$ cat config.mk
export PLATFORM = sky130hd
export DESIGN_NAME = timer0_engine
export DESIGN_NICKNAME = d
export VERILOG_FILES = /design/src/rtl/timer0_engine.sv
export SDC_FILE = /design/constraint.sdc
export NUM_CORES = 1
export LEC_CHECK = 0
export ABC_AREA = 1
export CORE_AREA = 3 3 87 89
export DETAILED_ROUTE_END_ITERATION = 10
export DIE_AREA = 0 0 90 92
export SYNTH_ARGS = -nofsm -noshare
export SYNTH_HDL_FRONTEND = slang
export SYNTH_SLANG_ARGS = --single-unit
$ cat constraint.sdc
create_clock -name i_clk -period 1.7 [get_ports i_clk]
set_input_delay 0.34 -clock i_clk [delete_from_list [all_inputs] [get_ports i_clk]]
set_output_delay 0.34 -clock i_clk [all_outputs]
set_load 0.1 [all_outputs]
$ cat src/rtl/timer0_engine.sv
// 8051 Timer/Counter 0 count engine: computes next TL0/TH0 per TMOD mode once per machine cycle.
// Optional debug freeze: define TIMER0_DBG_FREEZE_EN to let i_dbg_halt stall the engine.
module timer0_engine #(
  parameter int unsigned PRESCALE = 12
) (
  input  logic       i_clk,
  input  logic       i_rst,
  input  logic [7:0] i_tl0,
  input  logic [7:0] i_th0,
  input  logic [3:0] i_tmod,
  input  logic       i_tr0,
  input  logic       i_tr1,
  input  logic       i_int0_n,
  input  logic       i_t0,
  input  logic       i_cpu_wr_tl0,
  input  logic       i_cpu_wr_th0,
  input  logic       i_dbg_halt,
  output logic       o_tl0_wr,
  output logic [7:0] o_tl0_byte,
  output logic       o_th0_wr,
  output logic [7:0] o_th0_byte,
  output logic       o_tf0_set,
  output logic       o_tf1_set,
  output logic       o_mc_tick
);

  typedef enum logic [1:0] {
    MODE_13BIT  = 2'd0,
    MODE_16BIT  = 2'd1,
    MODE_RELOAD = 2'd2,
    MODE_SPLIT  = 2'd3
  } mode_e;

  logic [7:0] r_presc;
  logic       r_t0_prev;
  logic       r_tl0_wr;
  logic [7:0] r_tl0_byte;
  logic       r_th0_wr;
  logic [7:0] r_th0_byte;
  logic       r_tf0;
  logic       r_tf0_src_th;
  logic       r_tf1;

  logic       w_halt;
  logic       w_tick_raw;
  logic       w_tick;
  logic       w_run0;
  logic       w_inc0;
  logic       w_inc1;
  mode_e      w_mode;
  logic [5:0] w_lo5_sum;
  logic [8:0] w_tl0_sum;
  logic [8:0] w_th0_sum;

  logic       w_tl0_wr;
  logic [7:0] w_tl0_nxt;
  logic       w_th0_wr;
  logic [7:0] w_th0_nxt;
  logic       w_tf0;
  logic       w_tf0_src_th;
  logic       w_tf1;

`ifdef TIMER0_DBG_FREEZE_EN
  assign w_halt = i_dbg_halt;
`else
  logic w_unused_dbg_halt;
  assign w_unused_dbg_halt = i_dbg_halt;
  assign w_halt = 1'b0;
`endif

  assign w_tick_raw = (r_presc == 8'(PRESCALE - 1));
  assign w_tick     = w_tick_raw & ~w_halt;

  assign w_run0 = i_tr0 & (~i_tmod[3] | i_int0_n);
  assign w_inc0 = i_tmod[2] ? (w_run0 & r_t0_prev & ~i_t0) : w_run0;
  assign w_inc1 = i_tr1;
  assign w_mode = mode_e'(i_tmod[1:0]);

  assign w_lo5_sum = {1'b0, i_tl0[4:0]} + 6'd1;
  assign w_tl0_sum = {1'b0, i_tl0} + 9'd1;
  assign w_th0_sum = {1'b0, i_th0} + 9'd1;

  always_comb begin
    w_tl0_wr     = 1'b0;
    w_tl0_nxt    = i_tl0;
    w_th0_wr     = 1'b0;
    w_th0_nxt    = i_th0;
    w_tf0        = 1'b0;
    w_tf0_src_th = 1'b0;
    w_tf1        = 1'b0;
    unique case (w_mode)
      MODE_13BIT: begin
        if (w_inc0) begin
          w_tl0_wr  = 1'b1;
          w_tl0_nxt = {i_tl0[7:5], w_lo5_sum[4:0]};
          if (w_lo5_sum[5]) begin
            w_th0_wr     = 1'b1;
            w_th0_nxt    = w_th0_sum[7:0];
            w_tf0        = w_th0_sum[8];
            w_tf0_src_th = 1'b1;
          end
        end
      end
      MODE_16BIT: begin
        if (w_inc0) begin
          w_tl0_wr  = 1'b1;
          w_tl0_nxt = w_tl0_sum[7:0];
          if (w_tl0_sum[8]) begin
            w_th0_wr     = 1'b1;
            w_th0_nxt    = w_th0_sum[7:0];
            w_tf0        = w_th0_sum[8];
            w_tf0_src_th = 1'b1;
          end
        end
      end
      MODE_RELOAD: begin
        if (w_inc0) begin
          if (w_tl0_sum[8]) begin
            w_tl0_nxt = i_th0;
            w_tf0     = 1'b1;
          end else begin
            w_tl0_nxt = w_tl0_sum[7:0];
          end
          // a reload of FF onto FF leaves TL0 unchanged, so no write strobe
          w_tl0_wr = (w_tl0_nxt != i_tl0);
        end
      end
      MODE_SPLIT: begin
        if (w_inc0) begin
          w_tl0_wr  = 1'b1;
          w_tl0_nxt = w_tl0_sum[7:0];
          w_tf0     = w_tl0_sum[8];
        end
        if (w_inc1) begin
          w_th0_wr  = 1'b1;
          w_th0_nxt = w_th0_sum[7:0];
          w_tf1     = w_th0_sum[8];
        end
      end
      default: ;
    endcase
  end

  always_ff @(posedge i_clk) begin
    if (i_rst) begin
      r_presc      <= '0;
      r_t0_prev    <= 1'b1;
      r_tl0_wr     <= 1'b0;
      r_tl0_byte   <= '0;
      r_th0_wr     <= 1'b0;
      r_th0_byte   <= '0;
      r_tf0        <= 1'b0;
      r_tf0_src_th <= 1'b0;
      r_tf1        <= 1'b0;
    end else begin
      if (!w_halt) begin
        r_presc <= w_tick_raw ? '0 : r_presc + 8'd1;
      end
      if (w_tick) begin
        r_t0_prev  <= i_t0;
        r_tl0_byte <= w_tl0_nxt;
        r_th0_byte <= w_th0_nxt;
      end
      // strobes live for exactly the cycle after a tick; PRESCALE >= 2 keeps ticks apart
      r_tl0_wr     <= w_tick & w_tl0_wr;
      r_th0_wr     <= w_tick & w_th0_wr;
      r_tf0        <= w_tick & w_tf0;
      r_tf0_src_th <= w_tick & w_tf0_src_th;
      r_tf1        <= w_tick & w_tf1;
    end
  end

  // CPU writes win; an overflow flag follows the write of the register that overflowed
  assign o_tl0_wr   = r_tl0_wr & ~i_cpu_wr_tl0;
  assign o_th0_wr   = r_th0_wr & ~i_cpu_wr_th0;
  assign o_tl0_byte = r_tl0_byte;
  assign o_th0_byte = r_th0_byte;
  assign o_tf0_set  = r_tf0 & ~(r_tf0_src_th ? i_cpu_wr_th0 : i_cpu_wr_tl0);
  assign o_tf1_set  = r_tf1 & ~i_cpu_wr_th0;
  assign o_mc_tick  = w_tick;

endmodule

-- Word level (Yosys, flattened, before mapping)
Cells that the tools add are included.
- register bits after elaboration: 30
- latch bits: 0
- memory bits (writable): 0
- memory bits (read-only): 0
- memories: 0
- add/sub/neg operators: 4
- multiply operators: 0
- div/mod/pow operators: 0
- order comparisons: 0
- eq/ne operators: 5
- shift-type cells: 0
- mux-type cells: 33
- bitwise operators: 18
- reductions and logical operators: 4
- operators by type and width (cell ; count):
    $mux 8 ; 10
    $pmux 8 s3 ; 2
    $add 8x1->9 const B ; 2
    $mux 1 ; 16
    $and 1x1->1 ; 12
    $add 8x1->8 const B ; 1
    $eq 8x4->1 const B ; 1
    $ne 8x8->1 ; 1
    $add 5x1->6 const B ; 1
    $mux 5 ; 1
    $not 1->1 ; 5
    $eq 2x2->1 const B ; 2
    $pmux 1 s2 ; 2
    $pmux 1 s4 ; 1
    $reduce_or 2->1 ; 2
    $pmux 1 s3 ; 1
    $reduce_or 3->1 ; 1
    $eq 2x1->1 const B ; 1
    $logic_not 2->1 ; 1
    $or 1x1->1 ; 1

-- Depth between registers and ports, before layout
Gate-level depths: netlist of the first run.
- word-level depth: 12
- gate-level depth with buffers: 12
- gate-level depth less buffers: 12

-- Worst setup path before layout of the first run
No wires, ideal clock.
- path type: in2out
- start point: input i_cpu_wr_th0
- end point: output o_tf0_set
- arrival: 1.882 ns
- required time: 1.360 ns
- slack: -0.522 ns
- stages on the path: 3
- cells stage by stage: nand2_1 nand2_1 a21oi_1
- word-level cells in the longest chain between the ends: 3
- RTL lines (what ; line ; source):
    start: declaration ; 16 ; input logic i_cpu_wr_th0,
    $mux 1 ; 178 ; assign o_tf0_set = r_tf0 & ~(r_tf0_src_th ? i_cpu_wr_th0 : i_cpu_wr_tl0);
    $not 1->1 ; 178 ;
    $and 1x1->1 ; 178 ;
    end: declaration ; 22 ; output logic o_tf0_set,
Every way passes these cells.

-- Final worst setup path of the first run
- start point: input i_tl0[6]
- end point: register r_th0_byte[2], in the netlist o_th0_byte[2]
- word-level cells in the longest chain between the ends: 4
- RTL lines (what ; line ; source):
    start: declaration ; 8 ; input logic [7:0] i_tl0,
    $add 8x1->9 ; 80 ; assign w_tl0_sum = {1'b0, i_tl0} + 9'd1;
    $mux 8 ; 108 ; if (w_tl0_sum[8]) begin
    $mux 8 ; 105 ; if (w_inc0) begin
    $pmux 8 s3 ; 91 ; unique case (w_mode)
    end signal: assignment ; 162 ; r_th0_byte <= w_th0_nxt;
    end: declaration ; 39 ; logic [7:0] r_th0_byte;
Every way passes these cells.
A chain may end at the register's enable or synchronous reset.

==> results.yml, run 1 <==
run_status:
  status: "completed"
setup_path:
  crit_path_frequent_cell: "nand2_1"
  r2r_cells: 10
  r2r-start: "r_presc[0]"
  worstSetupStartpointType: "input pin"
  crit_arrival_ns: 1.85
  worst-setup-path-type: "in -> reg"
  end_kind: "flop"
  worstPathMaxFanout: 7
  path_cells: "clkdlybuf4s50_1 > nand2_2 > nor2_4 > nand2_4 > inv_2 > nand2_1 > nand2_1 > nand3_2 > nand2_1 > nand3_1 > nand2_1 > nand2_1"
  critPathMaxStageDelay_ns: 0.52
  crit_required_ns: 1.88
  startpoint: "i_tl0[6]"
  crit_slowest_cell: "clkdlybuf4s50_1"
drt:
  vias: 2451
  via_per_inst: 4.44
  wirelength_um: 6500
  drtIter0Drc: 116
  drcViolationCount: 0
  routedWlPerCell_um: 11.8
  firstDrtPassIters: 4
  postRouteAntennaNets: 0
floorplan:
  initial_core_util: 0.299
  die-height_um: 92
  coreArea_um2: 6830
  ios: 50
  die_area_um2: 8280
  fp.dieW_um: 90
  fp-row-count: 30
place:
  io_buffers: 48
  place_ws_ns: -0.540
  placed_area_um2: 3290
  globalplace.congestion: 0.911
  place_inst: 537
  dp_hpwl_um: 5140
sta:
  setup_viol: 0
  finalMaxSlewViolations: 0
  rsz0062_at_grt: "true"
  setup_ws_ns: 0.0293
  fin_setup_tns_ns: 0
  finalCritPeriodShare: 0.983
  tightestPinTransition_ns: 0.280
  holdWs_ns: 0.469
  maxSlewHeadroom: 0.813
  fmax_ghz: 0.599
  fin_crit_ns: 1.67
  final-hold-violation-count: 0
  finClkSkew_ns: 0.00892
yosys:
  yosys.area.top_type: "dfxtp_1"
  synth_most_common_cell: "nand2_1"
  synth-seq-area-share: 0.294
  synth_cell_types: 34
  synth_cells: 339
  synth_area_per_cell_um2: 6.02
  synthFlopType: "dfxtp_1"
  syn_nets: 371
  yosysTopAreaCellShare: 0.294
  postSynth.asyncResetShare: 0
  ys_warn_count: 0
  syn_area_um2: 2040
  synth-edff-count: 0
  yosys-top-cells-area: "dfxtp_1 (29%), nand2_1 (21%), nand3_1 (8.3%), inv_1 (7.5%), nor2_1 (7.0%)"
  synth_commonest_cells: "nand2_1 (112), inv_1 (41), nor2_1 (38), nand3_1 (34), dfxtp_1 (30)"
  synth_seq_cells: 30
pwr:
  p_per_area_nw_per_um2: 491
  ir_worst_vdd_mv: 0.405
  p_leak_nw: 1.71
job:
  drv_cap: 0
clock_network:
  h-tree-depth: 2
  clk_pin_slew_worst_paths_ns: 0.07
  cts_tree: "done"
  clock_sinks: 30
  cts.path.max_buffers: 2
  cts_buffers: 5
  insertion_delay_ns: 0.28
  clockRootBuffer: "clkbuf_8"
global_route:
  grt_pass1_wl_um: 10900
  grt_pass1_vias: 2336
  antenna_found_initial: 0
  overflow: 0
  grt_max_degree: 12
  grt_use_total: 0.160
final_layout:
  layout.cells.non_filler: 552
  layout-drive-gt1-share: 0.292
  antennaDiodeCount: 0
  fin_nets: 487
  areaGrowthSynthToFinish_pct: 72.1
  fin_area_um2: 3510
hold_path:
  hold_class: "reg -> reg"
  min-delay-start: "r_presc[7]"
  hold_path_depth: 2
## placed cells by master, fill, tap and decap left out, types with 3 or more instances in the layout
cell type and n:
nand3_1 34, buf_12 21, nor2_2 9, inv_2 3, clkbuf_8 6, nand2_1 107, o21ai_0 12, xor2_1 3
o2111ai_1 3, dlymetal6s2s_1 3, inv_1 41, nand2_4 4, a21oi_1 17, o21ai_1 4, buf_4 66, nor2_1 29
nand2_2 5, clkdlybuf4s50_1 20, nor3_1 4, nand4_1 4, dfxtp_1 28
## cells by family after synthesis
family          share of synthesized area
xor+xnor                           0.0129
simple gates                        0.441
fa+ha+maj                          0.0184
compound gates                      0.138
flops                               0.294
buf+inv                            0.0962
## layer usage
| metal | GRT usage | up-vias | part of all wire |
|---|---|---|---|
| li1 | - | 1323 | - |
| met1 | 0.217 | 1061 | 0.49 |
| met2 | 0.265 | 62 | 0.46 |
| met3 | 0.0320 | 5 | 0.050 |
| met4 | 0.0306 | 0 | 0.0069 |
| met5 | 0 | - | 0 |
## registers in the layout (all words and copies together) (netlist names)
register / count
o_th0_byte: 8
o_tl0_byte: 8
r_presc: 8
r_t0_prev: 1
r_tf0: 1
r_tf0_src_th: 1
r_tf1: 1
r_th0_wr: 1
r_tl0_wr: 1
## report_power, final
group | total, W | switching, W | internal [W]
Combinational | 0.000396 | 0.000202 | 0.000194
Clock | 0.000615 | 0.000290 | 0.000325
Sequential | 0.000715 | 0.00000573 | 0.000710
## final cells by class
class                   instances  area, um2
clock buffers                   6       82.6
clock inverters                 2       12.5
well taps                      96        120
inverters                      45        174
multi-input cells             258       1320
repair buffers                115       1200
fillers                       690       3320
flip-flops and latches         30        603
## what timing repair did
action                     4_1_cts  5_1_grt
setup endpoints to repair       19       19
pin swaps                        5        9
gates resized for setup         17       17
setup buffers                    5        2
hold buffers                     0        0
## worst max-delay path: cells and delay by family
family	cells	cell delay, ns
simple gates	10	0.91
buf+inv	2	0.60
## path summary, 6_finish.rpt
| kind | endpoint | slack, ns |
|---|---|---|
| max | o_th0_byte[2] | 0.03 |
| max reg2reg | o_tl0_byte[1] | 0.16 |
| min | r_presc[7] | 0.47 |
| min reg2reg | r_presc[7] | 0.47 |
## through the flow
| stage | power [W] | util |
|---|---|---|
| final | 0.00173 | 0.514 |
| after global routing | 0.00182 | 0.514 |
| after CTS | 0.00174 | 0.507 |
| after detailed placement | 0.00110 | 0.482 |
| after global placement | 0.00110 | 0.482 |
| after floorplan | 0.000889 | - |
Power figures use the tool's default switching activity.
==> inputs of run 2 (changes only) <==
==> constraint.sdc (replaced) <==
create_clock -name i_clk -period 1.85 [get_ports i_clk]
set_input_delay 0.37 -clock i_clk [delete_from_list [all_inputs] [get_ports i_clk]]
set_output_delay 0.37 -clock i_clk [all_outputs]
set_load 0.1 [all_outputs]
==> run 2 against run 1 <==
Global-route usage down 0.41 points. Clock skew down 0.0019 ns. Cell count down 0.72%. Critical endpoint is now o_mc_tick. Core utilization is 0.59 points lower. Combinational power shrank 8.8%. Count of clock-buffer cells in the layout did not move. Critical path depth fell by 6. Register-to-register slack about the same.
==> results.yml, run 2 (synthesized netlist as in run 1, its figures left out) <==
run_status:
  status: "completed"
drt:
  wirelength_um: 6380
  wl_met1_um: 3050
  drcViolationCount: 0
  wl_met3_um: 319
  via_per_inst: 4.50
  top_layer: "met4"
  postRouteAntennaNets: 0
  drtIter0Drc: 91
  firstDrtPassIters: 5
  routedWlPerCell_um: 11.6
  vias: 2465
  met2_length_um: 2910
clock_network:
  cts_buffers: 5
  clock_sinks: 30
  clk_pin_slew_worst_paths_ns: 0.07
  h-tree-depth: 2
  insertion_delay_ns: 0.28
  cts.path.max_buffers: 2
  hold_buffers: 0
  cts_tree: "done"
  clockRootBuffer: "clkbuf_8"
sta:
  fmax_ghz: 0.557
  setup_viol: 0
  final-hold-violation-count: 0
  maxSlewHeadroom: 0.778
  finalCritPeriodShare: 0.971
  tightestPinTransition_ns: 0.332
  finClkSkew_ns: 0.00707
  fin_crit_ns: 1.80
  finalMaxSlewViolations: 0
global_route:
  grt_pass1_wl_um: 10600
  grt_use_total: 0.156
  grt_max_degree: 12
  grt_pass1_vias: 2235
  overflow: 0
  antenna_found_initial: 0
place:
  globalplace.congestion: 0.896
  dp_hpwl_um: 5200
  place_inst: 536
  io_buffers: 48
floorplan:
  fp.dieW_um: 90
  fp-row-count: 30
  die-height_um: 92
  initial_core_util: 0.299
  die_area_um2: 8280
  ios: 50
  coreArea_um2: 6830
final_layout:
  layout-drive-gt1-share: 0.270
  fin_util: 0.508
  mostFrequentLayoutCell: "nand2_1"
  fin_nets: 483
  layout_common_cells: "nand2_1 (109), buf_4 (63), inv_1 (41), nand3_1 (34), nor2_1 (32)"
  antennaDiodeCount: 0
  areaGrowthSynthToFinish_pct: 70.1
  layout.cells.non_filler: 548
  n_fill_cell: 736
pwr:
  ir_worst_vdd_mv: 0.283
  p_leak_nw: 1.67
  p_per_area_nw_per_um2: 450
hold_path:
  hold_path_depth: 1
  hold_class: "reg -> reg"
setup_path:
  worstSetupStartpointType: "flop"
  end_kind: "output pin"
  worstPathMaxFanout: 4
  crit_arrival_ns: 1.43
  crit_required_ns: 1.48
  worst-setup-path-type: "reg -> out"
  r2r_slack_ns: 0.16
  r2r_cells: 11
job:
  drv_cap: 0
==> run 2: layout make-up <==
class	count	area [um2]	share of cell area
Clock inverter	2	12.5	0.00360
Timing Repair Buffer	111	1170	0.336
Clock buffer	6	82.6	0.0238
Multi-Input combinational cell	258	1320	0.379
Inverter	45	171	0.0494
Tap cell	96	120	0.0346
Sequential cell	30	606	0.174
==> run 2: worst paths after layout <==
check	endpoint	start
setup / recovery	o_mc_tick	r_presc[1]
hold / removal	r_presc[0]	r_presc[0]
setup reg to reg	o_tl0_byte[3]	r_presc[1]
hold reg to reg	r_presc[0]	r_presc[0]
==> run 2: power breakdown <==
part           switching (W)  internal [W]
logic               0.000183      0.000178
registers         0.00000608      0.000652
clock network       0.000247      0.000298
total               0.000436       0.00113
==> run 2: per-layer routing <==
metal  vias to the layer above  global-route usage
met1                      1069               0.208
met3                         8              0.0353
li1                       1321                   -
met4                         0              0.0497
met5                         -                   0
met2                        67               0.250
==> run 2: critical path, cell delays in order (launching register included) <==
cell and delay [ns]:
dfxtp_2 0.36, ha_4 0.16, nand2_4 0.06, nor3_2 0.20, nand2_2 0.10, inv_4 0.09
buf_12 0.17
==> run 2: what timing repair did <==
action                     4_1_cts  5_1_grt
setup endpoints to repair        8       16
hold endpoints to repair         0        0
cloned                           0        0
buffers inserted                 1        3
resized for setup                7       16
pin swaps                        2        4
==> run 2: stage by stage <==
| stage | total power, W | setup TNS, ns | setup slack [ns] | area [um2] | hold slack, ns |
|---|---|---|---|---|---|
| final | 0.00156 | 0 | 0.0540 | 3470 | 0.443 |
| after global routing | 0.00165 | -0.0368 | -0.0330 | 3470 | 0.465 |
| after CTS | 0.00157 | 0 | 0.0134 | 3400 | 0.425 |
| after detailed placement | 0.00101 | -5.23 | -0.364 | 3280 | 0.442 |
| after global placement | 0.00101 | -4.63 | -0.333 | 3280 | 0.426 |
| after floorplan | 0.000817 | 0 | 0.120 | 2060 | 0.418 |
